### config.mk
export PLATFORM = sky130hd
export DESIGN_NAME = fifo_reader
export DESIGN_NICKNAME = d
export VERILOG_FILES = /design/src/rtl/fifo_reader.sv
export SDC_FILE = /design/constraint.sdc
export NUM_CORES = 1
export LEC_CHECK = 0
export CORE_ASPECT_RATIO = 0.7
export CORE_MARGIN = 5
export CORE_UTILIZATION = 40
export DETAILED_ROUTE_END_ITERATION = 6
export GPL_TIMING_DRIVEN = 0
export SETUP_SLACK_MARGIN = 0.15
export SLEW_MARGIN = 20
export SYNTH_ARGS = -nofsm -noshare
export SYNTH_HDL_FRONTEND = slang
export SYNTH_SLANG_ARGS = --single-unit
### constraint.sdc
create_clock -name clk -period 7.98 [get_ports clk]
set_clock_uncertainty 0.2 [all_clocks]
set_input_delay 1.596 -clock clk [delete_from_list [all_inputs] [get_ports clk]]
set_output_delay 1.596 -clock clk [all_outputs]
set_load 0.02 [all_outputs]
### src/rtl/fifo_reader.sv
// Consumer-side read controller for the small FIFO: issues pops, absorbs the
// one-cycle read latency in a skid buffer and hands words downstream on valid/ready.
module fifo_reader #(
    parameter int DATA_W     = 12,
    parameter int SKID_DEPTH = 2,
    parameter int CNT_W      = 8
) (
    input  logic              clk,
    input  logic              reset,
    input  logic              enable,
    input  logic              fifo_empty,
    input  logic [DATA_W-1:0] fifo_data,
    output logic              pop,
    input  logic              rd_ready,
    output logic [DATA_W-1:0] data_out,
    output logic              valid_out,
    output logic [CNT_W-1:0]  words_read,
    output logic              idle
);

    localparam int PTR_W = (SKID_DEPTH > 1) ? $clog2(SKID_DEPTH) : 1;
    localparam int OCC_W = $clog2(SKID_DEPTH + 1);

    typedef enum logic [1:0] {
        S_IDLE,
        S_ACTIVE,
        S_FLUSH
    } state_t;

    state_t              state_q, state_d;
    logic [OCC_W-1:0]    occ_q, occ_d;
    logic                inflight_q, inflight_d;
    logic [PTR_W-1:0]    rd_ptr_q, rd_ptr_d;
    logic [PTR_W-1:0]    wr_ptr_q, wr_ptr_d;
    logic [CNT_W-1:0]    words_q, words_d;
    logic [DATA_W-1:0]   data_q, data_d;
    logic [DATA_W-1:0]   mem_q [SKID_DEPTH];
    logic [DATA_W-1:0]   mem_d [SKID_DEPTH];

    logic                xfer;
    logic [OCC_W:0]      pending;

    function automatic logic [PTR_W-1:0] ptr_inc(input logic [PTR_W-1:0] p);
        if (p == PTR_W'(SKID_DEPTH - 1)) begin
            return '0;
        end
        return p + PTR_W'(1);
    endfunction

    assign valid_out  = (occ_q != '0);
    assign data_out   = data_q;
    assign words_read = words_q;
    assign idle       = (state_q == S_IDLE);
    assign xfer       = valid_out & rd_ready;

    // Occupancy after this edge: captured in-flight word in, transferred word out.
    assign pending = {1'b0, occ_q} + {{OCC_W{1'b0}}, inflight_q} - {{OCC_W{1'b0}}, xfer};
    assign pop     = (state_q == S_ACTIVE) & ~fifo_empty & (pending < (OCC_W + 1)'(SKID_DEPTH));

    always_comb begin
        mem_d      = mem_q;
        wr_ptr_d   = wr_ptr_q;
        rd_ptr_d   = rd_ptr_q;
        inflight_d = pop;
        occ_d      = pending[OCC_W-1:0];
        words_d    = words_q + {{(CNT_W - 1){1'b0}}, xfer};
        if (inflight_q) begin
            mem_d[wr_ptr_q] = fifo_data;
            wr_ptr_d        = ptr_inc(wr_ptr_q);
        end
        if (xfer) begin
            rd_ptr_d = ptr_inc(rd_ptr_q);
        end
        // data_out is a register tracking the next head so it holds when the buffer drains.
        data_d = (occ_d != '0) ? mem_d[rd_ptr_d] : data_q;
    end

    always_comb begin
        state_d = state_q;
        unique case (state_q)
            S_IDLE: begin
                if (enable) state_d = S_ACTIVE;
            end
            S_ACTIVE: begin
                // A pop issued this very cycle also counts as outstanding work.
                if (!enable) begin
                    state_d = ((occ_q != '0) || inflight_q || pop) ? S_FLUSH : S_IDLE;
                end
            end
            S_FLUSH: begin
                if (enable) begin
                    state_d = S_ACTIVE;
                end else if (pending == '0) begin
                    state_d = S_IDLE;
                end
            end
            default: state_d = S_IDLE;
        endcase
    end

    always_ff @(posedge clk) begin
        if (reset) begin
            state_q    <= S_IDLE;
            occ_q      <= '0;
            inflight_q <= 1'b0;
            rd_ptr_q   <= '0;
            wr_ptr_q   <= '0;
            words_q    <= '0;
            data_q     <= '0;
        end else begin
            state_q    <= state_d;
            occ_q      <= occ_d;
            inflight_q <= inflight_d;
            rd_ptr_q   <= rd_ptr_d;
            wr_ptr_q   <= wr_ptr_d;
            words_q    <= words_d;
            data_q     <= data_d;
        end
    end

    always_ff @(posedge clk) begin
        mem_q <= mem_d;
    end

endmodule

After elaboration in Yosys (flattened, before gate mapping)
Cells that the tools add are included.
- add/sub/neg operators: 5
- multiplexer cells: 22
- bitwise gates (word level): 6
- equality and inequality tests: 5
- $lt $le $gt $ge: 4
- reductions and logical operators: 8
- operators with widths (operator ; count):
    $mux 12 ; 4
    $bwmux 24 ; 1
    $mux 24 ; 1
    $demux 12 s1 ; 1
    $mux 2 ; 5
    $mux 1 ; 9
    $add 8x1->8 ; 1
    $pmux 2 s3 ; 1
    $ge 2x2->1 const B ; 2
    $ne 2x2->1 const B ; 2
    $not 1->2 ; 2
    $reduce_bool 2->1 ; 2
    $add 2x1->3 ; 1
    $and 1x1->1 ; 3
    $logic_not 3->1 ; 1
    $lt 3x2->1 const B ; 1
    $ne 3x3->1 const B ; 1
    $reduce_and 3->1 ; 1
    $sub 3x1->3 ; 1
    $add 1x1->1 const B ; 2
    $eq 2x1->1 const B ; 1
    $eq 2x2->1 const B ; 1
    $logic_not 2->1 ; 1
    $logic_or 1x1->1 ; 2
    other kinds (3) ; 3
- logic and storage cells: 59
- register bits: 51
- input port bits: 17

Longest topological paths before layout
Gate-level depths: netlist of run 1.
- depth after elaboration: 10
- mapped depth: 10
- depth with buffers taken out: 9

Worst setup path before layout of run 1
OpenSTA, ideal clock, no wires.
- path kind: input-to-output
- from: input port rd_ready
- to: output port pop
- data required time: 6.184 ns
- stages: 7
- buffers on the path: 0
- arrival time: 3.028 ns
- setup slack: 3.156 ns
- path through: o21ai_4 -> xnor2_1 -> ha_1 -> inv_1 -> fa_1 -> nand2_1 -> nor4b_4
- word-level cells in the longest chain between the ends: 4
- ends and longest elaborated chain (what ; RTL line ; text):
    start: declaration ; 14 ; input logic rd_ready,
    $and 1x1->1 ; 54 ; assign xfer = valid_out & rd_ready;
    $sub 3x1->3 ; 57 ; assign pending = {1'b0, occ_q} + {{OCC_W{1'b0}}, inflight_q} - {{OCC_W{1'b0}}, xfer};
    $lt 3x2->1 ; 58 ; assign pop = (state_q == S_ACTIVE) & ~fifo_empty & (pending < (OCC_W + 1)'(SKID_DEPTH));
    $and 1x1->1 ; 58 ;
    end: declaration ; 13 ; output logic pop,
Every way passes these cells.

Worst setup path after layout of run 1
Same ends and word-level chain as after synthesis.

==> flow_metrics.py, run 1 <==
metrics = {
    "clock_network": {
        "post-cts-setup-buffer-count": 0,
        "holdBufCountCts": 0,
        "cts_buffers": 5,
        "clk_latency_ps": 300,
        "cts_resized": 0,
        "clock_path_buffers": 2,
        "cts_num_sinks": 51,
        "cts_root_buf": "clkbuf_8",
        "cts_tree": "built",
        "clk_pin_slew_ps": 90,
        "htreeDepth": 2,
    },
    "synthesis": {
        "syn_area_per_cell_um2": 10.5,
        "synth-compound-area-share_pct": 3.60,
        "synthMuxAreaShare_pct": 14.2,
        "synth.area.top_cells": "dfxtp_1, mux2_2, nand3_1, nand2_1, xnor2_1",
        "synth_simple_gate_area_share_pct": 20.1,
        "yosysSeqAreaShare_pct": 51.5,
        "syn_nets": 208,
        "syn_inst": 188,
        "synthDistinctLibCells": 34,
        "syn_area_um2": 1980,
        "synth_top_family_by_area": "simple AND/OR/NAND/NOR gates",
        "synth_seq_cells": 51,
        "yosysWarnings": 0,
        "synthXorXnorAreaFrac_pct": 4.80,
        "yosys.area.top_type": "dfxtp_1",
        "synth_top_area_share_pct": 51.5,
        "synth_fa_ha_area_share_pct": 2.27,
    },
    "layout": {
        "num_antenna_cells": 0,
        "fill_cells": 445,
        "area_growth_syn_to_layout_pct": 28.3,
        "drive_above_1_share_pct": 17.9,
        "fin_nets": 254,
    },
    "timing": {
        "slew_violations": 0,
        "period_minus_slack_ps": 5980,
        "fmax_ghz": 0.167,
        "setup_viol": 0,
        "worst_slew_margin_rel_pct": 63.6,
        "fin_ws_ps": 2000,
        "tightest_slew_ps": 546,
        "hold_viol_final": 0,
        "fin_setup_tns_ps": 0,
        "rsz0062_at_grt": "false",
        "fin_crit_sh_pct": 75.0,
    },
    "detailed_routing": {
        "viasPerCell": 4.67,
        "drc_errors": 0,
        "dr.pass1.iters": 4,
        "num_vias": 1420,
        "drtIter0Drc": 29,
        "wl_per_cell_um": 12.8,
        "drt-total-wl_um": 3900,
        "ant_nets": 0,
    },
    "placement": {
        "dp_hpwl_um": 2870,
        "globalplace.congestion": 0.719,
        "place_ws_ps": 1970,
        "port_buffers": 39,
    },
    "job": {
        "max_cap_violations": 0,
    },
    "grt": {
        "grt_usage_pct": 13.1,
        "grt_pass1_vias": 1360,
        "antenna_found_initial": 0,
        "grt_max_degree": 16,
        "overflow": 0,
        "grt_pass1_wl_um": 6470,
    },
    "critical_path": {
        "critPathBufInv": 3,
        "path_max_fanout": 5,
        "worstPathCellList": "clkdlybuf4s50_1 -> o21ai_4 -> xnor2_1 -> ha_1 -> inv_1 -> fa_1 -> nand2_1 -> nor4b_4 -> clkdlybuf4s50_1",
        "r2r_slack_ps": 4950,
        "crit_top_cell": "clkdlybuf4s50_1",
        "endpoint_kind": "output pin",
        "path_depth": 9,
        "crit_family": "buffers and inverters",
        "max_stage_delay_ps": 660,
        "path_class": "in2out",
        "slowest_stage": "clkdlybuf4s50_1",
        "cp_data_arrival_time_ps": 4190,
        "r2r_end": "data_out[6]$_SDFFE_PP0P_",
        "startpoint_type": "input pin",
        "r2r-start": "occ_q[1]$_SDFF_PP0_",
        "reg2reg_depth": 10,
        "crit_required_ps": 6180,
    },
    "pwr": {
        "cellPowerDensity_nw_per_um2": 296,
        "combPwrFrac_pct": 35.1,
        "vdd_drop_max_mv": 0.133,
        "p_clk_share_pct": 18.9,
        "p_int_mw": 0.507,
        "p_seq_share_pct": 46.0,
        "p_switching_mw": 0.246,
        "swShare_pct": 32.7,
        "leakagePower_nw": 0.989,
    },
    "hold_path": {
        "worstHoldPathCells": 2,
        "min_from": "data_out[3]$_SDFFE_PP0P_",
        "min_to": "data_out[3]$_SDFFE_PP0P_",
        "holdCritPathClass": "reg2reg",
    },
    "die": {
        "die_h_um": 68.9,
        "start_util_pct": 41.4,
        "coreArea_um2": 4780,
        "ios": 40,
        "rows": 21,
        "die_w_um": 94.1,
        "die_area_um2": 6480,
    },
    "outcome": {
        "run_status": "finished, final reports clean",
    },
}
-- tightest hold or removal path, stage by stage, from the launching register on --
cell	delay (ps)
dfxtp_1	330
nand2_1	50
nand3_1	50
-- sequential cells by signal, summed over array words and instances, names as in the netlist --
name	cells
inflight_q	1
wr_ptr_q	1
words_read	8
occ_q	2
mem_q	24
data_out	12
rd_ptr_q	1
state_q	2
-- worst max-delay path by stage --
| stage | startpoint | to | slack [ps] |
|---|---|---|---|
| after floorplan | rd_ready | pop | 3160 |
| after global placement | rd_ready | pop | 1970 |
| after detailed placement | rd_ready | pop | 1970 |
| after CTS | rd_ready | pop | 1960 |
| after global routing | rd_ready | pop | 1870 |
| final | rd_ready | pop | 2000 |
-- cells in the final DEF (no fill, tap or decap), types with 2 or more instances in the layout --
master	count
nor2b_1	5
a211oi_1	2
mux2_2	21
a21oi_1	2
xor2_1	3
ha_1	2
mux2_4	3
nor2_1	11
clkbuf_1	4
dfxtp_1	51
xnor2_1	6
buf_2	2
nand3_1	38
nand2_1	15
clkbuf_8	6
inv_1	4
clkdlybuf4s50_1	39
nor3_1	2
-- per-stage QoR --
stage	power, mW	hold slack (ps)	cell area [um2]	util, %	std cells
5_1_grt	0.806	288	2540	53.2	304
3_5_place_dp	0.620	242	2460	51.4	296
6_report	0.754	258	2540	53.2	304
2_1_floorplan	0.528	246	1980	-	188
4_1_cts	0.763	264	2540	53.2	304
3_3_place_gp	0.618	241	2460	51.4	296
-- cells in the mapped netlist --
library cell,n
o21ai_4,1
nor2_1,11
xor2_2,1
xnor2_1,6
nand3_1,38
a21oi_1,2
a211oi_1,2
nand4_1,1
nand2_2,1
nor3_1,2
fa_1,1
nand2b_1,1
mux2_4,3
buf_4,1
or2_2,1
dfxtp_1,51
or3_1,1
o311ai_1,1
xor2_1,3
a211o_1,1
buf_2,2
clkbuf_1,3
nor4b_4,1
nor2b_1,5
ha_1,2
nand2_1,15
mux2_2,21
and3_1,1
o211ai_1,1
nand2b_2,1
buf_6,1
clkbuf_8,1
inv_1,4
o21ai_0,1
-- kinds of logic after synthesis --
group | after synthesis
and+or+nand+nor | 79
AOI/OAI and AO/OA | 9
muxes | 24
adders and majority gates | 3
buffers and inverters | 12
DFF | 51
xor gates and xnor gates | 10
-- cell type report --
class | instances | area (um2) | share of cell area, %
well taps | 69 | 86.3 | 3.39
repair buffers | 39 | 390 | 15.3
clock buffers | 6 | 72.6 | 2.85
plain buffers | 8 | 53.8 | 2.12
inverters | 4 | 15.0 | 0.590
clock inverters | 2 | 12.5 | 0.492
flip-flops and latches | 51 | 1020 | 40.1
multi-input cells | 125 | 892 | 35.1
-- routing by layer --
layer | up-vias | track usage, % | wire length [um]
met1 | 655 | 18.5 | 2060
met5 | - | 0 | 0
li1 | 738 | - | -
met2 | 22 | 18.7 | 1630
met4 | 0 | 5.41 | 51
met3 | 5 | 3.80 | 159
-- power by group through the flow --
stage          combinational (mW)  sequential, mW  clock [mW]
2_1_floorplan               0.162           0.366           0
3_3_place_gp                0.267           0.351           0
6_report                    0.265           0.346       0.142
3_5_place_dp                0.267           0.353           0
5_1_grt                     0.292           0.354       0.159
4_1_cts                     0.268           0.347       0.147
Note: power is estimated with default switching activity, not from simulation.
==> inputs of run 2 (changes only) <==
PLACE_DENSITY = 0.67   (was default)
clock period = 5.3 ns   (was 7.98 ns; I/O delays follow)
==> flow_metrics.py, run 2 (synthesis results as in run 1) <==
metrics = {
    "critical_path": {
        "path_max_fanout": 5,
        "crit_path_start": "rd_ready",
        "endpoint_kind": "output pin",
        "cp-endpoint": "pop",
        "reg2reg_depth": 10,
        "r2r_end": "data_out[4]$_SDFFE_PP0P_",
        "r2r_slack_ps": 2270,
        "cp_data_arrival_time_ps": 3680,
        "path_class": "in2out",
        "r2r-start": "occ_q[1]$_SDFF_PP0_",
        "crit_required_ps": 4040,
        "startpoint_type": "input pin",
    },
    "pwr": {
        "cellPowerDensity_nw_per_um2": 447,
        "combPwrFrac_pct": 35.1,
        "vdd_drop_max_mv": 0.160,
        "finalPower_mw": 1.14,
        "p_switching_mw": 0.373,
        "leakagePower_nw": 0.989,
        "p_seq_share_pct": 46.0,
        "p_clk_share_pct": 18.9,
        "swShare_pct": 32.8,
        "p_int_mw": 0.764,
    },
    "hold_path": {
        "worstHoldPathCells": 2,
        "holdCritPathClass": "reg2reg",
    },
    "detailed_routing": {
        "viasPerCell": 4.78,
        "drtIter0Drc": 47,
        "ant_nets": 0,
        "wl_per_cell_um": 13.3,
        "dr.pass1.iters": 4,
        "drc_errors": 0,
        "num_vias": 1453,
        "drt-total-wl_um": 4060,
    },
    "grt": {
        "antenna_found_initial": 0,
        "grt_pass1_vias": 1458,
        "grt_usage_pct": 13.5,
        "grt_pass1_wl_um": 6610,
        "grt_max_degree": 16,
        "grt-busiest-layer": "met2",
        "grt_util_met3_pct": 4.12,
        "use_met1_pct": 16.4,
        "use_met2_pct": 22.6,
        "overflow": 0,
    },
    "layout": {
        "regArea_um2": 1020,
        "area_growth_syn_to_layout_pct": 28.3,
        "regMostFlops": "mem_q",
        "largest_reg_flops": 24,
        "layout.cells.most_common": "dfxtp_1",
        "layoutNonFillerInstCount": 304,
        "layout_common_cells": "dfxtp_1, clkdlybuf4s50_1, nand3_1, mux2_2, nand2_1",
        "num_antenna_cells": 0,
        "fill_cells": 438,
        "drive_above_1_share_pct": 17.9,
        "final_util_pct": 53.2,
        "fin_nets": 254,
        "final_design_area_no_fill_um2": 2540,
        "multiInputGateArea_um2": 892,
    },
    "timing": {
        "setup_viol": 0,
        "fin_crit_sh_pct": 93.1,
        "fin_ws_ps": 363,
        "fin_setup_tns_ps": 0,
        "slew_violations": 0,
        "period_minus_slack_ps": 4940,
        "fmax_ghz": 0.203,
        "hold_viol_final": 0,
        "rsz0062_at_grt": "false",
        "worst_slew_margin_rel_pct": 67.0,
        "tightest_slew_ps": 494,
        "hold_ws_ps": 266,
    },
    "clock_network": {
        "cts_resized": 0,
        "clk_pin_slew_ps": 90,
        "cts_buffers": 5,
        "clock_path_buffers": 2,
        "cts_root_buf": "clkbuf_8",
        "cts_tree": "built",
        "cts_num_sinks": 51,
        "holdBufCountCts": 0,
        "clk_latency_ps": 300,
        "post-cts-setup-buffer-count": 0,
        "htreeDepth": 2,
    },
    "die": {
        "coreArea_um2": 4780,
        "die_w_um": 94.1,
        "start_util_pct": 41.4,
        "die_h_um": 68.9,
        "die_area_um2": 6480,
        "rows": 21,
        "ios": 40,
    },
    "placement": {
        "place_ws_ps": 344,
        "dp_hpwl_um": 2930,
        "port_buffers": 39,
        "globalplace.congestion": 0.746,
        "placed_cells": 296,
        "place_area_um2": 2460,
    },
    "outcome": {
        "run_status": "finished, final reports clean",
    },
    "job": {
        "max_cap_violations": 0,
    },
}
## run 2: cell counts in the layout (fill, tap and decap cells not counted)
Identical to the previous run, type by type.
## run 2: layout make-up
class / instances / area share, %
plain buffers: 8 / 2.12
clock buffers: 6 / 2.85
clock inverters: 2 / 0.492
inverters: 4 / 0.590
multi-input cells: 125 / 35.1
flip-flops and latches: 51 / 40.1
well taps: 69 / 3.39
repair buffers: 39 / 15.3
## run 2: worst max-delay path, stage by stage
cell and delay, ps:
clkdlybuf4s50_1 520, o21ai_4 120, xnor2_1 160, ha_1 160, inv_1 50, fa_1 550, nand2_1 110, nor4b_4 300
clkdlybuf4s50_1 650
## run 2: how the worst min path moves through the flow
| stage | slack, ps | endpoint | start |
|---|---|---|---|
| after floorplan | 250 | mem_q[15]$_DFF_P_ | mem_q[15]$_DFF_P_ |
| after global placement | 240 | data_out[10]$_SDFFE_PP0P_ | data_out[10]$_SDFFE_PP0P_ |
| after detailed placement | 250 | data_out[4]$_SDFFE_PP0P_ | data_out[4]$_SDFFE_PP0P_ |
| after CTS | 270 | data_out[6]$_SDFFE_PP0P_ | data_out[6]$_SDFFE_PP0P_ |
| after global routing | 290 | data_out[0]$_SDFFE_PP0P_ | data_out[0]$_SDFFE_PP0P_ |
| final | 270 | data_out[6]$_SDFFE_PP0P_ | data_out[6]$_SDFFE_PP0P_ |
## run 2: power by group through the flow
| stage | Clock (mW) | Sequential [mW] | Combinational [mW] |
|---|---|---|---|
| 3_3_place_gp | 0 | 0.528 | 0.393 |
| 5_1_grt | 0.238 | 0.535 | 0.440 |
| 4_1_cts | 0.224 | 0.524 | 0.403 |
| 3_5_place_dp | 0 | 0.532 | 0.400 |
| 6_report | 0.215 | 0.523 | 0.399 |
| 2_1_floorplan | 0 | 0.551 | 0.244 |
## run 2: layer usage
| metal | share of wire, % | vias up |
|---|---|---|
| met5 | 0 | - |
| met4 | 1.7 | 0 |
| li1 | - | 739 |
| met3 | 4.9 | 6 |
| met2 | 45 | 28 |
| met1 | 48 | 680 |
==> edit: new RTL, config.mk and constraints of run 2 <==
Take the reset off `words_q` and load it in a clocked block of its own.
--- a/src/rtl/fifo_reader.sv
+++ b/src/rtl/fifo_reader.sv
@@ -106,5 +106,4 @@
             rd_ptr_q   <= '0;
             wr_ptr_q   <= '0;
-            words_q    <= '0;
             data_q     <= '0;
         end else begin
@@ -114,7 +113,10 @@
             rd_ptr_q   <= rd_ptr_d;
             wr_ptr_q   <= wr_ptr_d;
-            words_q    <= words_d;
             data_q     <= data_d;
         end
+    end
+
+    always_ff @(posedge clk) begin
+        words_q <= words_d;
     end
 
Check against the original RTL: differs if reset is asserted again (counterexample within 10 cycles, from zero or initial values and one cycle with reset high); with reset held inactive, the same outputs for 10 cycles.
==> edit against run 2 <==
- sequential cell count did not move
- maximum frequency rose by 2.8%
- register-to-register slack improved by 0.26 ns
- count of clock-buffer cells in the layout is the same
- sequential share of layout area about the same
- synthesized area down 0.25%
- cell area about the same
- worst setup slack gained 0.13 ns
- power rose by 9.0%
- routed wire length down 4.0%
- largest power group unchanged
==> edit: results (changes against run 2) <==
| Metric | Value |
|---|---|
| Status | `finished, final reports clean` |
| Fraction of final layout cells sized beyond drive strength 1 | `22.0% (+4.1 points)` |
| First-pass GRT wire length | `6.51 mm (-1.6%)` |
| Routed wl met2 | `1.64 mm (-10%)` |
| Arr. time, crit path | `3.54 ns (-0.14 ns)` |
| WL met3 | `203 um (+3.0%)` |
| Synth area leaders | `dfxtp_1, nand3_1, mux2_4` |
| Relative slew margins | `71.2% (+4.2 points)` |
| DP HPWL | `2.80 mm (-4.4%)` |
| Vias per inst | `4.65 (-2.7%)` |
| Routed WL | `3.89 mm (-4.0%)` |
| Dpl cells | `284 (-4.1%)` |
| Htree depth | `2 (unchanged)` |
| Min setup slack post-route | `0.496 ns (+0.133 ns)` |
| Maximum fanout along the worst path | `6 (+1)` |
| Vias in the first global route | `1332 (-8.6%)` |
| Reg2reg setup slack | `2.53 ns (+0.26 ns)` |
| GP Congestion | `0.735 (-1.4%)` |
| Syn nets | `197 (-5.3%)` |
| M1 wire length | `1.96 mm (about the same)` |
| Mean post-synth cell area | `11.2 um2 (+5.9%)` |
| DP Worst Slack | `0.492 ns (+0.148 ns)` |
| Start point of the worst min-delay path | `data_out[4]` |
| M1 GR Usage | `18.9% (+2.5 points)` |
| Post-DP Area | `2440 um2 (-0.61%)` |
| Post-Layout Cell Count | `292 (-3.9%)` |
| Largest net degree at the start of global routing | `17 (+1)` |
| Fillers | `452 (+3.2%)` |
| Register area share after synthesis | `51.6% (+0.13 points)` |
| Reg-to-Reg End | `data_out[10]` |
| GR Layer Usage met3 | `3.69% (-0.43 points)` |
## edit: cell count changes in the layout (fill, tap and decap cells not counted), moves of 2 or more
cell      before  now
xnor2_1        6    8
nand2_1       15   13
nor3_1         2    0
nand3_2        0    4
nor2_1        11    5
mux2_4         3   11
mux2_2        21   13
clkbuf_1       4    1
inv_1          4    2
buf_2          2    4
## edit: cells by family (layout without fill, tap and decap cells)
group / count (synthesis) / after routing / share of synthesized area (%)
and+or+nand+nor: 72 / 72 / 19.5
DFF: 51 / 51 / 51.6
muxes: 24 / 24 / 15.8
xor gates and xnor gates: 11 / 11 / 5.25
buffers and inverters: 10 / 56 / 3.10
AOI/OAI and AO/OA: 6 / 6 / 2.47
adders and majority gates: 3 / 3 / 2.28
## edit: layout make-up
cell class / instances / share of cell area, %
clock buffers: 6 / 3.25
inverters: 2 / 0.295
flip-flops and latches: 51 / 40.2
clock inverters: 2 / 0.640
plain buffers: 8 / 2.12
multi-input cells: 116 / 35.2
repair buffers: 38 / 15.0
well taps: 69 / 3.40
## edit: worst max-delay path by stage
| stage | from | end |
|---|---|---|
| after floorplan | rd_ready | pop |
| after global routing | rd_ready | pop |
| after CTS | rd_ready | pop |
| final | rd_ready | pop |
| after detailed placement | rd_ready | pop |
| after global placement | rd_ready | pop |
## edit: power by group
group / internal [W] / total (W) / switching (W) / leakage [nW]
registers: 0.000497 / 0.000548 / 0.0000513 / 0.424
logic: 0.000220 / 0.000458 / 0.000238 / 0.568
clock network: 0.000107 / 0.000233 / 0.000126 / 0.0474
total: 0.000824 / 0.00124 / 0.000415 / 1.04
## edit: critical path, stage by stage
cell	delay, ns
clkdlybuf4s50_1	0.52
o21ai_4	0.12
xnor2_1	0.17
ha_1	0.16
inv_1	0.04
fa_1	0.37
xnor2_1	0.21
and4b_1	0.26
clkdlybuf4s50_1	0.61
